File: src/rtl/basic_axi4_lite_master.sv
// AXI4-Lite initiator: turns single user read/write commands into complete AXI4-Lite
// transactions, one outstanding at a time, with a one-cycle result pulse.
module basic_axi4_lite_master #(
  parameter  int p_ADDRESS_WIDTH = 2,
  parameter  int p_DATA_WIDTH    = 8,
  localparam int lp_STROBE_WIDTH = (p_DATA_WIDTH / 8 > 1) ? p_DATA_WIDTH / 8 : 1
) (
  input  logic                       i_ACLK,
  input  logic                       i_ARESET,
  input  logic                       i_CMD_VALID,
  output logic                       o_CMD_READY,
  input  logic                       i_CMD_WRITE,
  input  logic [p_ADDRESS_WIDTH-1:0] i_CMD_ADDR,
  input  logic [p_DATA_WIDTH-1:0]    i_CMD_WDATA,
  output logic                       o_RSP_VALID,
  output logic [p_DATA_WIDTH-1:0]    o_RSP_RDATA,
  output logic [1:0]                 o_RSP_RESP,
  output logic [p_ADDRESS_WIDTH-1:0] o_M_AWADDR,
  output logic                       o_M_AWVALID,
  input  logic                       i_S_AWREADY,
  output logic [2:0]                 o_M_AWPROT,
  output logic [p_DATA_WIDTH-1:0]    o_M_WDATA,
  output logic                       o_M_WVALID,
  input  logic                       i_S_WREADY,
  output logic [lp_STROBE_WIDTH-1:0] o_M_WSTRB,
  input  logic [1:0]                 i_S_BRESP,
  input  logic                       i_S_BVALID,
  output logic                       o_M_BREADY,
  output logic [p_ADDRESS_WIDTH-1:0] o_M_ARADDR,
  output logic                       o_M_ARVALID,
  input  logic                       i_S_ARREADY,
  output logic [2:0]                 o_M_ARPROT,
  input  logic [p_DATA_WIDTH-1:0]    i_S_RDATA,
  input  logic [1:0]                 i_S_RRESP,
  input  logic                       i_S_RVALID,
  output logic                       o_M_RREADY
);

  typedef enum logic [2:0] {IDLE, WR_ADDR_DATA, WR_RESP, RD_ADDR, RD_DATA} state_t;

  state_t                     state_q, state_d;
  logic [p_ADDRESS_WIDTH-1:0] addr_q, addr_d;
  logic [p_DATA_WIDTH-1:0]    wdata_q, wdata_d;
  logic                       awvalid_q, awvalid_d, wvalid_q, wvalid_d;
  logic                       aw_done_q, aw_done_d, w_done_q, w_done_d;
  logic                       bready_q, bready_d, arvalid_q, arvalid_d, rready_q, rready_d;
  logic                       rsp_valid_q, rsp_valid_d;
  logic [1:0]                 rsp_resp_q, rsp_resp_d;
  logic [p_DATA_WIDTH-1:0]    rsp_rdata_q, rsp_rdata_d;

  always_ff @(posedge i_ACLK or posedge i_ARESET) begin
    if (i_ARESET) begin
      state_q     <= IDLE;
      addr_q      <= '0;
      wdata_q     <= '0;
      awvalid_q   <= 1'b0;
      wvalid_q    <= 1'b0;
      aw_done_q   <= 1'b0;
      w_done_q    <= 1'b0;
      bready_q    <= 1'b0;
      arvalid_q   <= 1'b0;
      rready_q    <= 1'b0;
      rsp_valid_q <= 1'b0;
      rsp_resp_q  <= 2'b00;
      rsp_rdata_q <= '0;
    end else begin
      state_q     <= state_d;
      addr_q      <= addr_d;
      wdata_q     <= wdata_d;
      awvalid_q   <= awvalid_d;
      wvalid_q    <= wvalid_d;
      aw_done_q   <= aw_done_d;
      w_done_q    <= w_done_d;
      bready_q    <= bready_d;
      arvalid_q   <= arvalid_d;
      rready_q    <= rready_d;
      rsp_valid_q <= rsp_valid_d;
      rsp_resp_q  <= rsp_resp_d;
      rsp_rdata_q <= rsp_rdata_d;
    end
  end

  always_comb begin
    state_d     = state_q;
    addr_d      = addr_q;
    wdata_d     = wdata_q;
    awvalid_d   = awvalid_q;
    wvalid_d    = wvalid_q;
    aw_done_d   = aw_done_q;
    w_done_d    = w_done_q;
    bready_d    = bready_q;
    arvalid_d   = arvalid_q;
    rready_d    = rready_q;
    rsp_valid_d = 1'b0;
    rsp_resp_d  = rsp_resp_q;
    rsp_rdata_d = rsp_rdata_q;
    case (state_q)
      IDLE: if (i_CMD_VALID) begin
        addr_d  = i_CMD_ADDR;
        wdata_d = i_CMD_WDATA;
        if (i_CMD_WRITE) begin
          awvalid_d = 1'b1;
          wvalid_d  = 1'b1;
          aw_done_d = 1'b0;
          w_done_d  = 1'b0;
          state_d   = WR_ADDR_DATA;
        end else begin
          arvalid_d = 1'b1;
          state_d   = RD_ADDR;
        end
      end
      WR_ADDR_DATA: begin
        // AW and W retire independently; the later of the two opens the response phase
        if (awvalid_q && i_S_AWREADY) begin
          awvalid_d = 1'b0;
          aw_done_d = 1'b1;
        end
        if (wvalid_q && i_S_WREADY) begin
          wvalid_d = 1'b0;
          w_done_d = 1'b1;
        end
        if (aw_done_d && w_done_d) begin
          bready_d = 1'b1;
          state_d  = WR_RESP;
        end
      end
      WR_RESP: if (i_S_BVALID && bready_q) begin
        rsp_resp_d  = i_S_BRESP;
        bready_d    = 1'b0;
        rsp_valid_d = 1'b1;
        state_d     = IDLE;
      end
      RD_ADDR: if (arvalid_q && i_S_ARREADY) begin
        arvalid_d = 1'b0;
        rready_d  = 1'b1;
        state_d   = RD_DATA;
      end
      RD_DATA: if (i_S_RVALID && rready_q) begin
        rsp_rdata_d = i_S_RDATA;
        rsp_resp_d  = i_S_RRESP;
        rready_d    = 1'b0;
        rsp_valid_d = 1'b1;
        state_d     = IDLE;
      end
      default: state_d = IDLE;
    endcase
  end

  assign o_CMD_READY = (state_q == IDLE);
  assign o_RSP_VALID = rsp_valid_q;
  assign o_RSP_RDATA = rsp_rdata_q;
  assign o_RSP_RESP  = rsp_resp_q;
  assign o_M_AWADDR  = addr_q;
  assign o_M_ARADDR  = addr_q;
  assign o_M_WDATA   = wdata_q;
  assign o_M_AWVALID = awvalid_q;
  assign o_M_WVALID  = wvalid_q;
  assign o_M_BREADY  = bready_q;
  assign o_M_ARVALID = arvalid_q;
  assign o_M_RREADY  = rready_q;
  assign o_M_AWPROT  = 3'b000;
  assign o_M_ARPROT  = 3'b000;
  assign o_M_WSTRB   = '1;

endmodule

File: config.mk
export PLATFORM = sky130hd
export DESIGN_NAME = basic_axi4_lite_master
export DESIGN_NICKNAME = d
export VERILOG_FILES = /design/src/rtl/basic_axi4_lite_master.sv
export SDC_FILE = /design/constraint.sdc
export NUM_CORES = 1
export LEC_CHECK = 0
export ABC_AREA = 1
export CORE_ASPECT_RATIO = 0.9
export CORE_MARGIN = 1.5
export CORE_UTILIZATION = 35
export CTS_BUF_LIST = sky130_fd_sc_hd__clkbuf_8 sky130_fd_sc_hd__clkbuf_16
export CTS_CLUSTER_SIZE = 24
export DETAILED_ROUTE_END_ITERATION = 8
export MAX_ROUTING_LAYER = met4
export PLACE_DENSITY_LB_ADDON = 0.12
export SLEW_MARGIN = 15
export SYNTH_ARGS = -nofsm -noshare
export SYNTH_HDL_FRONTEND = slang
export SYNTH_SLANG_ARGS = --single-unit
File: constraint.sdc
create_clock -name i_ACLK -period 1.54 [get_ports i_ACLK]
set_clock_uncertainty 0.1 [all_clocks]
set_input_delay 0.385 -clock i_ACLK [delete_from_list [all_inputs] [get_ports i_ACLK]]
set_output_delay 0.385 -clock i_ACLK [all_outputs]
set_load 0.005 [all_outputs]
==> run summary, run 1 <==
Count of nets left with antenna violations after detail routing: 0. Entering global routing, the biggest net connects 32 pins. The clock latency of the later-clocked register in the worst-skew pair was 280 ps; the wire length per cell after detailed routing was 10.69 um. The number of DRC violations after detailed routing was 0. Once detailed placement completed, the half-perimeter wirelength came to 2332 um. For the share of synthesized area occupied by flip-flops and latches, the log shows 52.23%.

The critical path goes through inv_2, nand2_4, nor2_4, buf_2. The worst setup path is captured at an output pin. Average size of a mapped cell: 8.391 um2. TritonCTS built the clock tree. For the final routed database, the setup TNS stands at 0 ps. The wire length of the first global-routing pass is 5575 um. Clock-pin slew was measured on the worst setup and hold paths at 60 ps. The count of mapped cells out of synthesis is 177, and the total congestion overflow after global routing is 0. 67 I/O pins were placed. Hold repair after CTS inserted 0 buffers. Buffer type at the clock tree root: clkbuf_8. The depth of the CTS H-tree was 2. Capture point of the worst reg-to-reg path: o_M_ARVALID.

The total area inside the core boundary comes to 4074 um2. The synthesized design devotes to its leading area cell type 52.23% of total area. In this run the register-to-register setup slack is 60 ps.

The tools report the type of element launching the critical path as a flip-flop. The clock passes through at most 2 buffers. The total power is 1.497 mW. By area the synthesized netlist is led by dfrtp_1, nand2_1, buf_4, nor2_2, nand3_1. For this block, the via count after detailed routing is 1307.

After the first detailed-routing iteration, the DRC count stood at 60. At the end of routability-driven placement, the weighted congestion stood at 0.8151. The synthesis-to-finish area growth is 56.02%.

In this run the horizontal extent of the chip is 71.67 um. Type of the worst setup path: reg -> out. Once placement completed, the tool counted placed cells totaling 293. The via density per instance is 4.244, and the number of buffers added on ports is 59. Global routing used 16.10% of the available tracks across all layers.

The share of layout cells above drive strength 1 came out at 20.38%. The smallest hold slack was 340.6 ps; the maximum cell stage delay along the critical path was 390 ps. Across the VDD grid, the largest voltage drop is 0.3378 mV. The max-slew violation count is 0. The power density over the cells works out to 646.1 nW/um2. Dividing the final minimum period by the clock period gives 97.96%. Setup violations remaining at the end of the flow were counted as 0.

The run finished with clean final reports. During synthesis, Yosys emitted a total of 0 warnings. After synthesis the netlist holds a flip-flop and latch count of 31. The run gives 5 as the first-pass iteration count of the detailed router. Largest area contributor in the synthesized netlist: dfrtp_1. The routed design has 3292 um of wire.

The run gives 1263 as the via count of the first global-routing pass. Summing every instance area after synthesis gives 1485 um2. The count of cells in the finished layout, fillers not included, comes to 308. The number of antenna diodes in the final layout is 0. The TritonCTS buffer count was 5; the y dimension of the die was 64.80 um. Counting every sink on the clock net gives 31. For the initial antenna violation count, the log shows 0.

Along the worst path, the maximum fanout reaches 2. The initialized floorplan defines 22 standard-cell rows. The netlist uses 22 different library cells.

The tools report the data arrival time of the critical path as 1020 ps. The final critical-path required period is 1509 ps, and the final-report hold violation count is 0. Setup repair after global routing could not meet its margin everywhere. The number of max-cap violations is 0, and the worst reg-to-reg path cell count is 7. For the static leakage, the log shows 1.369 nW. The path type of the worst min-delay path was in -> async.

The initial utilization of the core area, before any placement, comes to 36.46%. The largest individual stage delay along the critical path comes from the cell dfrtp_1. The logs give 4644 um2 for the total die area and 662.9 MHz for the highest clock frequency the design can meet. The worst register-to-register path begins at state_q[1]. The critical path required time was 1050 ps; the number of nets in the layout was 292.
[Yosys cell counts]
cell type   n
nor2_1      4
o21ai_1     1
o21ai_0     4
nand3_2     1
nand2_8     1
inv_1       6
buf_4      10
inv_2       4
dfrtp_1    31
a21oi_1     4
buf_6       1
nand2_2     3
a21oi_2     2
nor2_2      6
o21a_1      1
nand4_2     1
nand2_1    85
conb_1      2
nand2_4     1
nor2_8      1
inv_6       1
nand3_1     7
[report_power, final]
group	total [mW]	internal, mW	switching [mW]
sequential	0.815	0.815	0
combinational	0.112	0.0751	0.0373
clock	0.570	0.294	0.277
[registers in the layout, indices dropped and copies added, names as in the netlist]
register     count
aw_done_q        1
o_M_ARADDR       2
o_M_RREADY       1
o_RSP_VALID      1
o_RSP_RESP       2
w_done_q         1
o_M_AWVALID      1
o_M_BREADY       1
o_M_WDATA        8
o_RSP_RDATA      8
state_q          3
o_M_WVALID       1
o_M_ARVALID      1
[area by class of cell]
type / instances / area (um2)
Sequential cell: 31 / 775.7
Tap cell: 48 / 60.06
Fill cell: 392 / 1757
Multi-Input combinational cell: 129 / 618.1
Timing Repair Buffer: 83 / 744.5
Inverter: 11 / 46.29
Clock buffer: 5 / 68.82
Clock inverter: 1 / 3.754
[how the worst max path moves through the flow]
stage,from,to,cells after the start
after floorplan,state_q[2],o_M_ARADDR[0],7
after global placement,i_S_RVALID,state_q[0],8
after detailed placement,i_S_RVALID,state_q[0],8
after CTS,state_q[1],o_CMD_READY,4
after global routing,state_q[1],o_CMD_READY,4
final,state_q[1],o_CMD_READY,4
[through the flow]
| step | util (%) | worst slack (ps) | instance area, um2 |
|---|---|---|---|
| 3_3_place_gp | 53.84 | -126.5 | 2193 |
| 3_5_place_dp | 53.84 | -147.5 | 2193 |
| 6_report | 56.88 | 31.48 | 2317 |
| 2_1_floorplan | - | 245.0 | 1504 |
| 5_1_grt | 56.88 | -7.804 | 2317 |
| 4_1_cts | 56.30 | -89.87 | 2293 |
[cells in the final DEF (no fill, tap or decap), types with 5 or more instances in the layout]
cell	netlist	routed
clkdlybuf4s50_1	0	30
dlygate4sd2_1	0	27
clkbuf_8	0	5
buf_4	10	23
inv_1	6	6
dfrtp_1	31	31
inv_2	4	5
nand3_1	7	7
conb_1	2	7
nand2_1	85	84
[kinds of logic (layout without fill, tap and decap cells)]
kind of cell | after synthesis | after routing | share of synthesized area, %
other cells | 2 | 7 | 0.5057
flops | 31 | 31 | 52.23
buf+inv | 22 | 100 | 8.930
simple gates | 110 | 110 | 33.61
compound gates | 12 | 12 | 4.718
[critical path: cells and delay by family, from the launching register on]
kind	cells	cell delay [ps]
buffers and inverters	2	200
DFF	1	390
and+or+nand+nor	2	160
[layer usage]
layer | wire length (um) | GRT usage (%) | part of all wire [%] | vias to the layer above
li1 | - | - | - | 699
met2 | 1496 | 25.35 | 45 | 45
met5 | 0 | - | 0 | -
met1 | 1504 | 19.22 | 46 | 556
met4 | 46 | 5.660 | 1.4 | 0
met3 | 245 | 5.599 | 7.4 | 7
[repair_timing]
action,4_1_cts,5_1_grt
setup buffers,8,1
pin swaps,0,1
endpoints found under the setup margin,29,1
resized for setup,32,7
No activity file was read; power rests on OpenSTA's default activity.
==> run 2, diff against run 1 <==
- CELL_PAD_IN_SITES_DETAIL_PLACEMENT: default -> 2
- CELL_PAD_IN_SITES_GLOBAL_PLACEMENT: default -> 2
- CORE_UTILIZATION: 35 -> 22
==> run summary, run 2 (synthesis results as in run 1) <==
Summing all placed instances gives a cell area of 2283 um2. In the final routed layout, each cell accounts on average for 11.88 um. The data arrival time of the critical path was 1020 ps; the final-report hold violation count was 0.

Once layout is done, the placed cells without fillers occupy 2447 um2. On the worst path, the slowest cell contributes a delay of 390 ps. The run gives 13 as the number of DRC markers in iteration 0. The register-to-register setup slack came out at 120 ps. Setup violations remaining at the end of the flow were counted as 0. The analysis attributes to cell leakage a power of 1.426 nW.

After detailed placement, the design holds a cell count of 340. The design draws 1.537 mW. The initial antenna violation count is 0, and the depth of the CTS H-tree is 2. The die outline width was 89.61 um; the number of buffers added on ports was 59. By startpoint and endpoint, the worst setup path is classified as reg -> out. The logs give 4 for the first-pass iteration count of the detailed router and 662.9 MHz for the highest clock frequency the design can meet.

The maximum VDD drop is 0.2202 mV. The clock input transition at the sequential cells of the worst setup and hold paths came out at 60 ps. Once detail routing completed, the nets flagged for antenna violations numbered 0. The HPWL after detailed placement is 3257 um, and the site row count is 28.

In this run the worst hold path is classified as in -> async. The clock passes through at most 2 buffers. The tools report the critical path capture point type as an output pin.

The worst reg-to-reg path cell count is 8, and the largest net degree at the start of global routing is 32. The run gives 0.7602 as the routability-driven placement congestion ratio. In this run the worst path has a maximum fanout of 2. The initial utilization of the core area, before any placement, comes to 22.67%. The run finished with clean final reports. The TritonCTS buffer count is 5.

The type of element launching the critical path is a flip-flop. The number of DRC violations after detailed routing is 0. The routed design could run at a clock period as short as 1508 ps. The final critical path takes up 97.95% of the cycle. Timing analysis after detailed placement gives a worst setup slack of -155.7 ps. The first global-routing pass estimated 6837 um of wire. After filler insertion, the fill cell instance count of the layout stands at 774. The top cell types in the final layout, fill and taps aside, are nand2_1, buf_4, dfrtp_1, clkdlybuf4s50_1, dlygate4sd2_1. For this block, the via count after detailed routing is 1445. The clock drives 31 sinks.

The repair_antennas step left the layout with diodes totalling 0. The routed design has 4301 um of wire. In this run the critical register-to-register path is captured at o_RSP_RESP[0]. The tools report the slack of the critical path as 31.54 ps. Among all stages on the critical path, the largest delay is contributed by dfrtp_1. The worst register-to-register path begins at state_q[0].

The most common library cell in the layout ignoring fill and taps is nand2_1. TritonCTS built the clock tree. After global routing the overflow that remains totals 0.

The signal on the critical path passes through inv_2, nand2_4, nor2_4, buf_2. Of the cells placed in the final design, the portion with a size suffix greater than 1 is 23.90%. Clock tree synthesis selected as its root buffer the cell clkbuf_8.

The tool flagged a number of max-cap violations equal to 0. The critical path required time was 1050 ps; the number of nets in the layout was 302. The logs give 0 for the max-slew violation count and 280 ps for the clock latency of the later-clocked register in the worst-skew pair.

The power density over the cells works out to 628.2 nW/um2. The region available for standard cell placement spans 6551 um2. The number of hold buffers added after CTS was 0. The total die area came out at 7253 um2. Via density per instance: 3.992.

The via count of the first global-routing pass was 1462; the number of I/O pins was 67. In the global route stage, overall resource usage came out at 13.11%. The final cell count without fillers came out at 362.

Setup repair after global routing could not meet its margin everywhere. The y dimension of the die came out at 80.95 um. The area growth from synthesis to layout is 64.79%.
==> run 2: routing by layer <==
metal  GRT usage (%)  part of all wire (%)  vias up
met1           15.93                    45      688
met4           4.154                   1.3        0
met5               -                     0        -
met3           4.268                   5.9        6
li1                -                     -      713
met2           20.60                    48       38
==> run 2: critical path, delay by kind of cell (launching register included) <==
kind | cells | cell delay (ps)
flops | 1 | 390
buf+inv | 2 | 210
simple gates | 2 | 150
==> run 2: final cells by class <==
cell class / instances / area, um2 / area share (%)
Clock buffer: 5 / 68.82 / 2.812
Clock inverter: 3 / 12.51 / 0.5112
Inverter: 11 / 46.29 / 1.892
Multi-Input combinational cell: 129 / 610.6 / 24.95
Sequential cell: 31 / 775.7 / 31.70
Tap cell: 90 / 112.6 / 4.601
Timing Repair Buffer: 93 / 820.8 / 33.54
==> run 2: repair_timing <==
| item | 4_1_cts | 5_1_grt |
|---|---|---|
| endpoints found under the setup margin | 29 | 2 |
| pin swaps | 1 | 3 |
| setup buffers | 12 | 2 |
| gates resized for setup | 38 | 1 |
==> run 2: power breakdown <==
group / internal, mW / leakage [nW] / switching [mW]
clock network: 0.303 / 0.0505 / 0.303
registers: 0.814 / 0.428 / 0
logic: 0.0768 / 0.947 / 0.0405
total: 1.19 / 1.43 / 0.343
==> run 2: worst max path at each step <==
stage	depth (start not counted)	start	endpoint	slack (ps)
after floorplan	7	state_q[2]	o_M_ARADDR[0]	240
after global placement	4	state_q[1]	o_CMD_READY	-130
after detailed placement	8	i_S_RVALID	o_RSP_RESP[0]	-160
after CTS	4	state_q[2]	o_CMD_READY	-20
after global routing	4	state_q[2]	o_CMD_READY	-40
final	4	state_q[2]	o_CMD_READY	30
==> run 2: through the flow <==
stage,util (%),TNS [ps],hold WS [ps]
after detailed placement,34.85,-2761,360.2
after global routing,37.36,-38.47,364.2
after floorplan,-,0,365.4
after CTS,37.09,-17.97,353.0
after global placement,34.85,-2108,362.9
final,37.36,0,346.8
